==> config.mk <==
export PLATFORM = sky130hd
export DESIGN_NAME = int_to_ascii
export DESIGN_NICKNAME = d
export VERILOG_FILES = /design/src/rtl/calc_pkg.sv /design/src/rtl/bcd_add3.sv /design/src/rtl/int_to_ascii.sv
export SDC_FILE = /design/constraint.sdc
export NUM_CORES = 1
export LEC_CHECK = 0
export CAP_MARGIN = 10
export CORE_UTILIZATION = 40
export CTS_CLUSTER_SIZE = 12
export DETAILED_ROUTE_END_ITERATION = 8
export GPL_TIMING_DRIVEN = 1
export PLACE_DENSITY_LB_ADDON = 0.25
export SYNTH_ARGS = -nofsm -noshare
export SYNTH_HDL_FRONTEND = slang
export SYNTH_SLANG_ARGS = --single-unit
==> constraint.sdc <==
create_clock -name clk -period 4.91 [get_ports clk]
set_input_delay 0.982 -clock clk [delete_from_list [all_inputs] [get_ports clk]]
set_output_delay 0.982 -clock clk [all_outputs]
set_load 0.03 [all_outputs]
==> src/rtl/calc_pkg.sv <==
// Shared definitions for the binary-to-decimal ASCII formatter: FSM states,
// digit count, character codes and a digit selector helper.
package calc_pkg;

  typedef enum logic [1:0] {
    IDLE,
    CONVERT,
    SIGN,
    EMIT
  } state_t;

  localparam int          NUM_DIGITS  = 10;
  localparam int          BCD_W       = 4 * NUM_DIGITS;
  localparam logic [7:0]  ASCII_ZERO  = 8'h30;
  localparam logic [7:0]  ASCII_MINUS = 8'h2D;

  // Selects one BCD digit by index using constant slices only.
  function automatic logic [3:0] digit_at(input logic [BCD_W-1:0] bcd, input logic [3:0] idx);
    logic [3:0] d;
    d = 4'd0;
    for (int i = 0; i < NUM_DIGITS; i++) begin
      if (idx == 4'(i)) d = bcd[i*4 +: 4];
    end
    return d;
  endfunction

endpackage

==> src/rtl/bcd_add3.sv <==
// Double-dabble digit correction: adds 3 to a BCD digit of 5 or more so the
// following left shift carries correctly into the next decimal digit.
module bcd_add3 (
  input  logic [3:0] d_i,
  output logic [3:0] d_o
);

  assign d_o = (d_i >= 4'd5) ? d_i + 4'd3 : d_i;

endmodule

==> src/rtl/int_to_ascii.sv <==
// Formats a 32-bit binary value as a decimal ASCII character stream with an
// optional leading '-', using a 32-step double-dabble conversion.
module int_to_ascii
  import calc_pkg::*;
#(
  parameter bit SIGNED_IN = 1'b1
) (
  input  logic        clk,
  input  logic        rst,
  input  logic [31:0] in_value,
  input  logic        in_valid,
  output logic        in_ready,
  output logic [7:0]  out_data,
  output logic        out_valid,
  input  logic        out_ready,
  output logic        out_last,
  output logic        busy
);

  state_t             state_q;
  logic               sign_q;
  logic [31:0]        mag_q;
  logic [BCD_W-1:0]   bcd_q;
  logic [4:0]         cnt_q;
  logic [3:0]         digit_q;
  logic [7:0]         out_data_q;
  logic               out_last_q;

  logic [BCD_W-1:0]   bcd_adj;
  logic [BCD_W-1:0]   bcd_d;
  logic [31:0]        mag_d;
  logic [3:0]         msd_d;
  logic               in_sign;
  logic [31:0]        in_mag;
  logic [3:0]         digit_prev;

  genvar gi;
  generate
    for (gi = 0; gi < NUM_DIGITS; gi++) begin : g_add3
      bcd_add3 u_add3 (
        .d_i(bcd_q[gi*4 +: 4]),
        .d_o(bcd_adj[gi*4 +: 4])
      );
    end
  endgenerate

  assign bcd_d      = {bcd_adj[BCD_W-2:0], mag_q[31]};
  assign mag_d      = {mag_q[30:0], 1'b0};
  assign in_sign    = in_value[31] && SIGNED_IN;
  assign in_mag     = in_sign ? (~in_value + 32'd1) : in_value;
  assign digit_prev = digit_q - 4'd1;

  // Most-significant nonzero digit of the post-step BCD value; 0 when all zero.
  always_comb begin
    msd_d = 4'd0;
    for (int i = 0; i < NUM_DIGITS; i++) begin
      if (bcd_d[i*4 +: 4] != 4'd0) msd_d = 4'(i);
    end
  end

  always_ff @(posedge clk) begin
    if (rst) begin
      state_q    <= IDLE;
      sign_q     <= 1'b0;
      mag_q      <= '0;
      bcd_q      <= '0;
      cnt_q      <= '0;
      digit_q    <= '0;
      out_data_q <= '0;
      out_last_q <= 1'b0;
    end else begin
      case (state_q)
        IDLE: begin
          if (in_valid) begin
            sign_q  <= in_sign;
            mag_q   <= in_mag;
            bcd_q   <= '0;
            cnt_q   <= '0;
            state_q <= CONVERT;
          end
        end
        CONVERT: begin
          bcd_q <= bcd_d;
          mag_q <= mag_d;
          cnt_q <= cnt_q + 5'd1;
          if (cnt_q == 5'd31) begin
            digit_q <= msd_d;
            if (sign_q) begin
              state_q    <= SIGN;
              out_data_q <= ASCII_MINUS;
              out_last_q <= 1'b0;
            end else begin
              state_q    <= EMIT;
              out_data_q <= ASCII_ZERO + {4'd0, digit_at(bcd_d, msd_d)};
              out_last_q <= (msd_d == 4'd0);
            end
          end
        end
        SIGN: begin
          if (out_ready) begin
            state_q    <= EMIT;
            out_data_q <= ASCII_ZERO + {4'd0, digit_at(bcd_q, digit_q)};
            out_last_q <= (digit_q == 4'd0);
          end
        end
        EMIT: begin
          if (out_ready) begin
            if (digit_q == 4'd0) begin
              state_q    <= IDLE;
              out_data_q <= '0;
              out_last_q <= 1'b0;
            end else begin
              digit_q    <= digit_prev;
              out_data_q <= ASCII_ZERO + {4'd0, digit_at(bcd_q, digit_prev)};
              out_last_q <= (digit_prev == 4'd0);
            end
          end
        end
        default: state_q <= IDLE;
      endcase
    end
  end

  assign in_ready  = (state_q == IDLE);
  assign busy      = (state_q != IDLE);
  assign out_valid = (state_q == SIGN) || (state_q == EMIT);
  assign out_data  = out_data_q;
  assign out_last  = out_last_q;

endmodule
==> results of run 1 <==
## final timing paths
check / start / end / slack, ns / cells after the start
max: in_value[8] / mag_q[21] / 1.48 / 10
min: mag_q[23] / mag_q[23] / 0.45 / 2
max reg2reg: bcd_q[33] / out_data[3] / 1.55 / 11
min reg2reg: mag_q[23] / mag_q[23] / 0.45 / 2
## cells in the final DEF (no fill, tap or decap), types with 15 or more instances in the layout
master and count:
mux2i_1 15, ha_1 32, nor3_1 27, xor2_1 22, nand2_1 158, nand2b_1 20
a21oi_1 91, o21ai_0 85, dfxtp_1 91, nor2_1 99, nand3_1 24, xnor2_1 15
inv_1 39, clkdlybuf4s50_1 44, a22oi_1 31
## critical path: stages
cell,delay [ns]
clkdlybuf4s50_1,0.47
or4_4,0.57
or4_4,0.49
nor3_2,0.26
nand2_1,0.10
o41ai_1,0.33
xor2_1,0.17
nand2_1,0.07
o211ai_1,0.11
a21oi_1,0.09
## routing by layer
metal / routed length (um) / share of wire (%) / track usage (%)
met3: 1259 / 6.0 / 5.222
met2: 9767 / 46 / 39.59
met1: 9555 / 45 / 30.12
met4: 488 / 2.3 / 7.593
met5: 0 / 0 / 0
## flip-flops by register name (all words and copies together), names as in the netlist
signal,cells
sign_q,1
digit_q,4
out_data,6
out_last,1
mag_q,32
bcd_q,40
state_q,2
cnt_q,5
## area by class of cell
type                    instances  area share, %
clock inverters                 6         0.8517
multi-input cells             830          62.28
flip-flops and latches         91          22.55
inverters                      39          1.812
well taps                     225          3.484
clock buffers                  10          2.958
repair buffers                 51          6.070
## metrics by stage
step	cell area [sq um]	instances	util, %	setup slack, ns
after floorplan	7253	1028	-	1.813
after global placement	7772	1236	44.47	1.133
after detailed placement	7772	1236	44.47	1.104
after CTS	8080	1252	46.23	1.482
after global routing	8080	1252	46.23	1.272
final	8080	1252	46.23	1.480
## power groups by stage
stage          clock, uW  sequential, uW  combinational, uW
2_1_floorplan          0             974                812
3_3_place_gp           0             953               1230
5_1_grt              786             952               1370
6_report             744             938               1230
4_1_cts              757             938               1230
3_5_place_dp           0             953               1230
## cell families (layout without fill, tap and decap cells)
group | count (synthesis) | in the layout | share of synthesized area, %
AND/OR/NAND/NOR | 417 | 417 | 27.86
multiplexers | 19 | 19 | 2.692
AO/OA/AOI/OAI | 322 | 322 | 28.36
XOR/XNOR | 37 | 37 | 4.470
other | 1 | 2 | 0.05173
buffers and inverters | 107 | 106 | 5.747
adder cells (fa/ha/maj) | 33 | 33 | 5.696
flip-flops | 91 | 91 | 25.13
==> results.md, run 1 <==
- Status: complete, no violations
- Final global-route overflow total: 0
- TritonCTS Buffers: 9
- Comb pwr share: 42.2%
- Clock power share: 25.6%
- Top Ports: between 40 and 50
- Die area: 18,670 sq um
- Clock buffer depth: 2
- Biggest area consumer among synthesized cells: dfxtp_1
- Initial antenna violation count: 0
- Count leader, synth: nand2_1
- Critical Path Fanout Max: 5
- Multi-input gate area: 5032 sq um
- CTS tree: built
- Initial drt markers: 605
- Routed via count: 7,275
- # nets final: 1,091
- Remaining antenna violation count: 0
- Wire per inst: 16.83 um
- Sequential fraction of the synthesis area: 25.13%
- Worst path arrival time: 3.63 ns
- Die Width: 136.6 um
- Switching Fraction: 42.70%
- Chip Height: ~140 um
- Synthesized cell area: 7249 sq um
- Register area: around 1800 sq um
- Final min period: 3.430 ns
- PortBufs: 45
- Final HPWL DP: ~16,000 um
- First-pass DRT Iterations: 5
- Vias per cell: 5.811
- # fillers: 1,831
- Clock skew: about 0.01 ns
- Final WL: 21,070 um
- Cells after synthesis: around 1.0k
- Worst slew pin tran: 1.048 ns
- Top cell type's share of synthesized area: between 20% and 30%
- Synth top area cells: dfxtp_1 (25%), nand2_1 (8.2%), a21oi_1 (6.3%)
- Worst setup SP type: input port
- Final setup violating endpoints: 0
- Required @ worst endpoint: 5.11 ns
- Hold_ws: 0.4500 ns
- GPL Wtd Cong: 0.9469
- Inserted Diodes: 0
- Fin. Hold Viols: 0
- Flop pwr share: 32.2%
- Setup TNS: 0 ns
- Post-synth top flop: dfxtp_1
- Core area: 17,480 sq um
- Commonest cells in the netlist: nand2_1 (158), nor2_1 (99), a21oi_1 (91), dfxtp_1 (91), o21ai_0 (85)
- Clock latency on the worst-skew pair: 0.36 ns
- Synth warn: 0
- H-Tree Depth: 3
- Placement Rows: 48
- Postcts setup bufs: 0
- CTS sink cnt: 91
- Final Power: just under 3000 uW
- GRT Total Usage: 23.71%
- Max-slew violations: 0
- Area Overhead vs Synth: 11.46%
- VDD IR max: around 0.00022 V
- Lkg Pwr: 0.002897 uW
- Worst-path clk slew: 0.07 ns
- Post-synth EDFFs: 0
- Unique cell type count in the Yosys netlist: between 70 and 80
- First-pass GRT wire length: 34,820 um
- Post-synth ARST share: 0%
- RSZ-0062 raised after global routing: false
- Sw Pwr: 1242 uW
- Number of max-cap violations: 0
- Syn Area/Cell: 7.059 sq um
- Vias in the first global route: 6,748
- Worst Path Class, Setup: input port to flop
- Min-delay worst type: flop to flop
- Design internal power: 1666 uW
- Slew HR: 29.89%
- Pwr Density: 359.9 nW/um^2
- # resized after CTS: 0
- Critical path capture point type: flop
- Period utilization: 69.85%
- Hold-fix buffers, CTS: 0
- Layout cells sized above 1: 4.771%
- Synth Register Bits: 91
- Max Fclk: around 0.29 GHz
- Drc violations: 0
- Root buf cell: clkbuf_16
- Initial Util: roughly two fifths
- Largest net degree at the start of global routing: 90
(Power assumes the default switching activity.)
==> run 2: changes to the inputs <==
==> constraint.sdc (replaced) <==
create_clock -name clk -period 3.1 [get_ports clk]
set_input_delay 0.62 -clock clk [delete_from_list [all_inputs] [get_ports clk]]
set_output_delay 0.62 -clock clk [all_outputs]
set_load 0.03 [all_outputs]
==> run 2 against run 1 <==
Non-clock buffer count grew 108. Global-route usage grew 0.37 points. Via count grew 6.0%. Clock-buffer cell count is the same. Critical path depth grew 2. Setup slack lost 1.4 ns. Critical path type is now flop to flop. Critical endpoint is now out_data[3]. Largest power group unchanged.
==> results.md, run 2 (synthesis gave the netlist of run 1 again) <==
- Lkg Pwr: 0.003409 uW (+18%)
- Clock buffer depth: 2 (unchanged)
- Worst path arrival time: 3.27 ns (-0.36 ns)
- Required @ worst endpoint: 3.38 ns (-1.73 ns)
- Min-delay worst type: flop to flop
- Final global-route overflow total: 0 (unchanged)
- GRT Total Usage: 24.09% (+0.37 points)
- Worst setup SP type: flop
- CTS tree: built
- Met3 WL: 1223 um (-2.9%)
- Max-slew violations: 0 (unchanged)
- CTS sink cnt: 91 (unchanged)
- Most frequent cells in the layout: nand2_1 (158), buf_4 (113), nor2_1 (97)
- Die area: 18,670 sq um (unchanged)
- Pwr Density: 523.0 nW/um^2 (+45%)
- Number of max-cap violations: 0 (unchanged)
- Multi-input gate area: 5109 sq um (+1.5%)
- Critical path cell sequence: inv_1, ha_1, buf_4, o21ai_0, nor4_4, buf_4, buf_4, nand2_1, a21oi_1, or4_1, and4_4, a211oi_2
- Max Fclk: 0.3345 GHz
- Worst slew pin tran: 0.9656 ns (-0.08277 ns)
- GPL Wtd Cong: 0.9676 (+2.2%)
- Layout cells sized above 1: 15.08% (+10 points)
- Fin. Hold Viols: 0 (unchanged)
- Drc violations: 0 (unchanged)
- H-Tree Depth: 3 (unchanged)
- Chip Height: 136.6 um (unchanged)
- Top Ports: 48 (unchanged)
- Worst-path clk slew: 0.07 ns (about the same)
- # nets final: 1,199 (+9.9%)
- Placement Rows: 48 (unchanged)
- PortBufs: 45 (unchanged)
- Met2 Routed Length: 10,270 um (+5.2%)
- Commonest non-fill, non-tap cell in the layout: nand2_1
- Largest net degree at the start of global routing: 88 (-2.2%)
- Inserted Diodes: 0 (unchanged)
- First-pass GRT wire length: 35,380 um (+1.6%)
- Root buf cell: clkbuf_16
- VDD IR max: 0.0003909 V (+77%)
- Most frequent CP cell: buf_4
- Remaining antenna violation count: 0 (unchanged)
- Vias in the first global route: 6,891 (+2.1%)
- Dpl ws: -0.2143 ns (-1.318 ns)
- Clock skew: 0.009903 ns (-0.0001090 ns)
- First-pass DRT Iterations: 5 (unchanged)
- R2R cell count: 12 (+1)
- Register area: 1823 sq um (about the same)
- Worst hold path stage count: 2 (unchanged)
- Initial Util: 41.48% (unchanged)
- Hold-fix buffers, CTS: 0 (unchanged)
- Area Overhead vs Synth: 23.44%
- Wire per inst: 16.14 um (-4.1%)
- Critical path capture point type: flop
- Routed via count: 7,711 (+6.0%)
- # fillers: 1,736 (-5.2%)
- Vias per cell: 5.674 (-2.4%)
- Final WL: 21,940 um (+4.1%)
- Top routing layer in use: met4
- Die Width: 136.6 um (unchanged)
- Final HPWL DP: 16,320 um (+4.8%)
- Final min period: 2.989 ns
- Period utilization: 96.44%
- Clock latency on the worst-skew pair: 0.37 ns (about the same)
- TritonCTS Buffers: 9 (unchanged)
- CP max-delay cell: o21ai_0
- Worst Path Class, Setup: flop to flop
- Worst Slack Setup Final: 0.1105 ns (-1.370 ns)
- Core area: 17,480 sq um (unchanged)
- Status: complete, no violations
- Biggest register: bcd_q
- Met1 Wirelength: 9985 um (+4.5%)
- Setup TNS: 0 ns (unchanged)
- Final setup violating endpoints: 0 (unchanged)
- Max FFs per register: 40 (unchanged)
- Critical Path Fanout Max: 5 (unchanged)
- Peak per-stage delay on the critical path: 0.62 ns (+0.05 ns)
- Initial drt markers: 485 (-20%)
- Initial antenna violation count: 0 (unchanged)
- Slew HR: 35.63% (+5.7 points)
run 2: path summary, 6_finish.rpt:
kind,from,end,slack (ns)
worst max-delay path,bcd_q[28],out_data[3],0.11
worst min-delay path,mag_q[23],mag_q[23],0.45
worst max register to register,bcd_q[28],out_data[3],0.11
worst min register to register,mag_q[23],mag_q[23],0.45
run 2: worst max-delay path, delay by kind of cell, from the launching register on:
kind            cells  cell delay, ns
buf+inv             4            0.54
fa+ha+maj           1            0.20
flops               1            0.37
simple gates        4            0.87
compound gates      3            0.93
run 2: layout make-up:
cell class	count	share of cell area, %
clock inverter	5	0.4055
inverter	39	1.636
multi-input combinational	830	57.09
timing repair buffer	159	14.68
clock buffer	10	2.671
sequential	91	20.37
tap	225	3.146
run 2: repair_timing:
action                                  in CTS  in global routing
cloned                                       0                  0
endpoints found under the setup margin       2                  4
setup buffers                                0                  4
endpoints found under the hold margin        0                  0
gates resized for setup                      1                 17
pin swaps                                    0                  2
run 2: through the flow:
step	instance area (sq um)	power, uW	util [%]	hold slack, ns	instances
6_report	8949	4680	51.20	0.4482	1359
3_5_place_dp	8566	3603	49.01	0.4418	1340
4_1_cts	8843	4691	50.60	0.4496	1355
3_3_place_gp	8566	3598	49.01	0.4365	1340
2_1_floorplan	7253	2829	-	0.4268	1028
5_1_grt	8949	4979	51.20	0.4641	1359
run 2: per-layer routing:
| metal | global-route usage (%) | vias up |
|---|---|---|
| met3 | 3.778 | 31 |
| met2 | 40.44 | 234 |
| li1 | - | 3873 |
| met1 | 31.30 | 3573 |
| met5 | 0 | - |
| met4 | 7.840 | 0 |
run 2: where the power goes:
part           total [uW]  internal (uW)  switching (uW)
clock                1090            566             524
sequential           1480           1360             115
combinational        2110            748            1360
total                4680           2680            2000
==> run 3: changes to the inputs <==
--- a/config.mk
+++ b/config.mk
@@ -6,7 +6,7 @@
 export NUM_CORES = 1
 export LEC_CHECK = 0
 export CAP_MARGIN = 10
-export CORE_UTILIZATION = 40
+export CORE_UTILIZATION = 55
 export CTS_CLUSTER_SIZE = 12
 export DETAILED_ROUTE_END_ITERATION = 8
 export GPL_TIMING_DRIVEN = 1
==> run 3 against run 2 <==
Sequential power about the same. Power is 1.8% higher. Flip-flop and latch count unchanged. Core utilization rose by 19 points. Sequential share of layout area barely moved. Maximum frequency rose by 0.32%. Global-route usage is 8.0 points higher. First-iteration DRC count is 17% higher. Die area shrank 27%. Register-to-register slack barely moved. Critical path type unchanged. Highest routed layer unchanged.
==> results.md, run 3 (synthesis gave the netlist of run 1 again) <==
- Clock buffer depth: 2 (unchanged)
- # nets final: 1,198 (-0.083%)
- GPL Wtd Cong: 1.008 (+4.2%)
- Hold-fix buffers, CTS: 0 (unchanged)
- GRT Total Usage: 32.04% (+8.0 points)
- Final min period: 2.980 ns (-0.009385 ns)
- TritonCTS Buffers: 9 (unchanged)
- Final global-route overflow total: 0 (unchanged)
- Placement Cell Area: 8514 sq um (-0.60%)
- Required @ worst endpoint: 3.34 ns (-0.04 ns)
- Max FFs per register: 40 (unchanged)
- VDD IR max: 0.0004173 V (+6.7%)
- First-pass DRT Iterations: 5 (unchanged)
- Core area: 12,720 sq um (-27%)
- Non-Filler Instances: 1,306 (-3.9%)
- Die area: 13,640 sq um (-27%)
- Initial drt markers: 567 (+17%)
- Layout cells sized above 1: 15.17% (+0.088 points)
- Inserted Diodes: 0 (unchanged)
- Chip Height: 116.8 um (-15%)
- Clock skew: 0.01436 ns (+0.004458 ns)
- Routed via count: 7,980 (+3.5%)
- Worst setup SP type: flop
- Drc violations: 0 (unchanged)
- Min-delay worst type: flop to flop
- CTS sink cnt: 91 (unchanged)
- Root buf cell: clkbuf_16
- Max Fclk: 0.3356 GHz (+0.32%)
- Top Ports: 48 (unchanged)
- Worst path arrival time: 3.22 ns (-0.05 ns)
- Number of max-cap violations: 0 (unchanged)
- Placement Rows: 41 (-15%)
- Initial antenna violation count: 0 (unchanged)
- Final WL: 21,620 um (-1.5%)
- Period utilization: 96.13% (-0.30 points)
- Vias per cell: 6.110 (+7.7%)
- Worst-path clk slew: 0.07 ns (about the same)
- First-pass GRT wire length: 34,240 um (-3.2%)
- Initial Util: 56.98% (+16 points)
- Commonest non-fill, non-tap cell in the layout: nand2_1
- Worst slew pin tran: 1.067 ns (+0.1010 ns)
- H-Tree Depth: 3 (unchanged)
- Reg2reg setup slack: 0.12 ns (about the same)
- Remaining antenna violation count: 0 (unchanged)
- Lkg Pwr: 0.003469 uW (+1.8%)
- Critical Path Fanout Max: 4 (-1)
- Worst Path Class, Setup: flop to flop
- Post-Place Cells: 1,289 (-3.8%)
- Most frequent cells in the layout: nand2_1 (158), buf_4 (112), nor2_1 (99)
- PortBufs: 45 (unchanged)
- Finished Cell Area: 8931 sq um (-0.20%)
- Final HPWL DP: 15,970 um (-2.1%)
- Dpl ws: -0.2506 ns (-0.03630 ns)
- CTS tree: built
- Die Width: 116.8 um (-15%)
- Slew HR: 28.89% (-6.7 points)
- Wire per inst: 16.55 um (+2.5%)
- Largest net degree at the start of global routing: 54 (-39%)
- Area Overhead vs Synth: 23.20%
- Clock latency on the worst-skew pair: 0.36 ns (about the same)
- Max-slew violations: 0 (unchanged)
- Worst Slack Setup Final: 0.1199 ns (+0.009385 ns)
- Biggest register: bcd_q
- Vias in the first global route: 7,125 (+3.4%)
- Pwr Density: 533.3 nW/um^2 (+2.0%)
- Status: complete, no violations
- Critical path capture point type: flop
- Fin. Hold Viols: 0 (unchanged)
- Final setup violating endpoints: 0 (unchanged)
## run 3: power breakdown
group          total, uW  internal [uW]  leakage, uW  switching, uW
clock network       1150            635     0.000145            512
logic               2130            738      0.00258           1390
registers           1490           1360     0.000740            121
## run 3: layer usage
metal | GRT usage [%] | wire [um] | vias to the layer above
li1 | - | - | 3882
met1 | 39.96 | 9313 | 3736
met2 | 54.28 | 10130 | 291
met3 | 4.377 | 1306 | 71
met4 | 16.03 | 863 | 0
met5 | 0 | 0 | -
## run 3: metrics by stage
stage	setup TNS [ns]	hold WS (ns)	power (uW)	utilization [%]
after global routing	-0.01272	0.4663	4999	70.20
after floorplan	0	0.4268	2829	-
after detailed placement	-1.636	0.4447	3581	66.93
after CTS	0	0.4518	4725	69.29
after global placement	-0.9094	0.4343	3546	66.93
final	0	0.4498	4763	70.20
## run 3: worst max-delay path, stage by stage, from the launching register on
cell	delay, ns
dfxtp_1	0.33
inv_1	0.08
ha_1	0.18
nand2b_1	0.15
buf_4	0.15
a21oi_4	0.21
mux2i_4	0.12
or4_4	0.58
buf_4	0.18
o31ai_1	0.31
a41oi_2	0.21
a311o_1	0.36
## run 3: path summary, 6_finish.rpt
| kind | startpoint | to | cells after the start |
|---|---|---|---|
| worst max register to register | bcd_q[29] | out_data[1] | 11 |
| worst min-delay path | mag_q[28] | mag_q[28] | 2 |
| worst max-delay path | bcd_q[29] | out_data[1] | 11 |
| worst min register to register | mag_q[28] | mag_q[28] | 2 |
## run 3: final cells by class
class | instances | area (sq um)
Multi-Input combinational cell | 830 | 5132
Fill cell | 1103 | 3791
Sequential cell | 91 | 1823
Timing Repair Buffer | 158 | 1314
Clock buffer | 10 | 229.0
Tap cell | 172 | 215.2
Inverter | 39 | 146.4
Clock inverter | 6 | 71.32
## run 3: timing repair
| action | 4_1_cts | 5_1_grt |
|---|---|---|
| endpoints found under the hold margin | 0 | 0 |
| gates resized for setup | 0 | 24 |
| endpoints found under the setup margin | 0 | 8 |
| setup buffers | 0 | 1 |
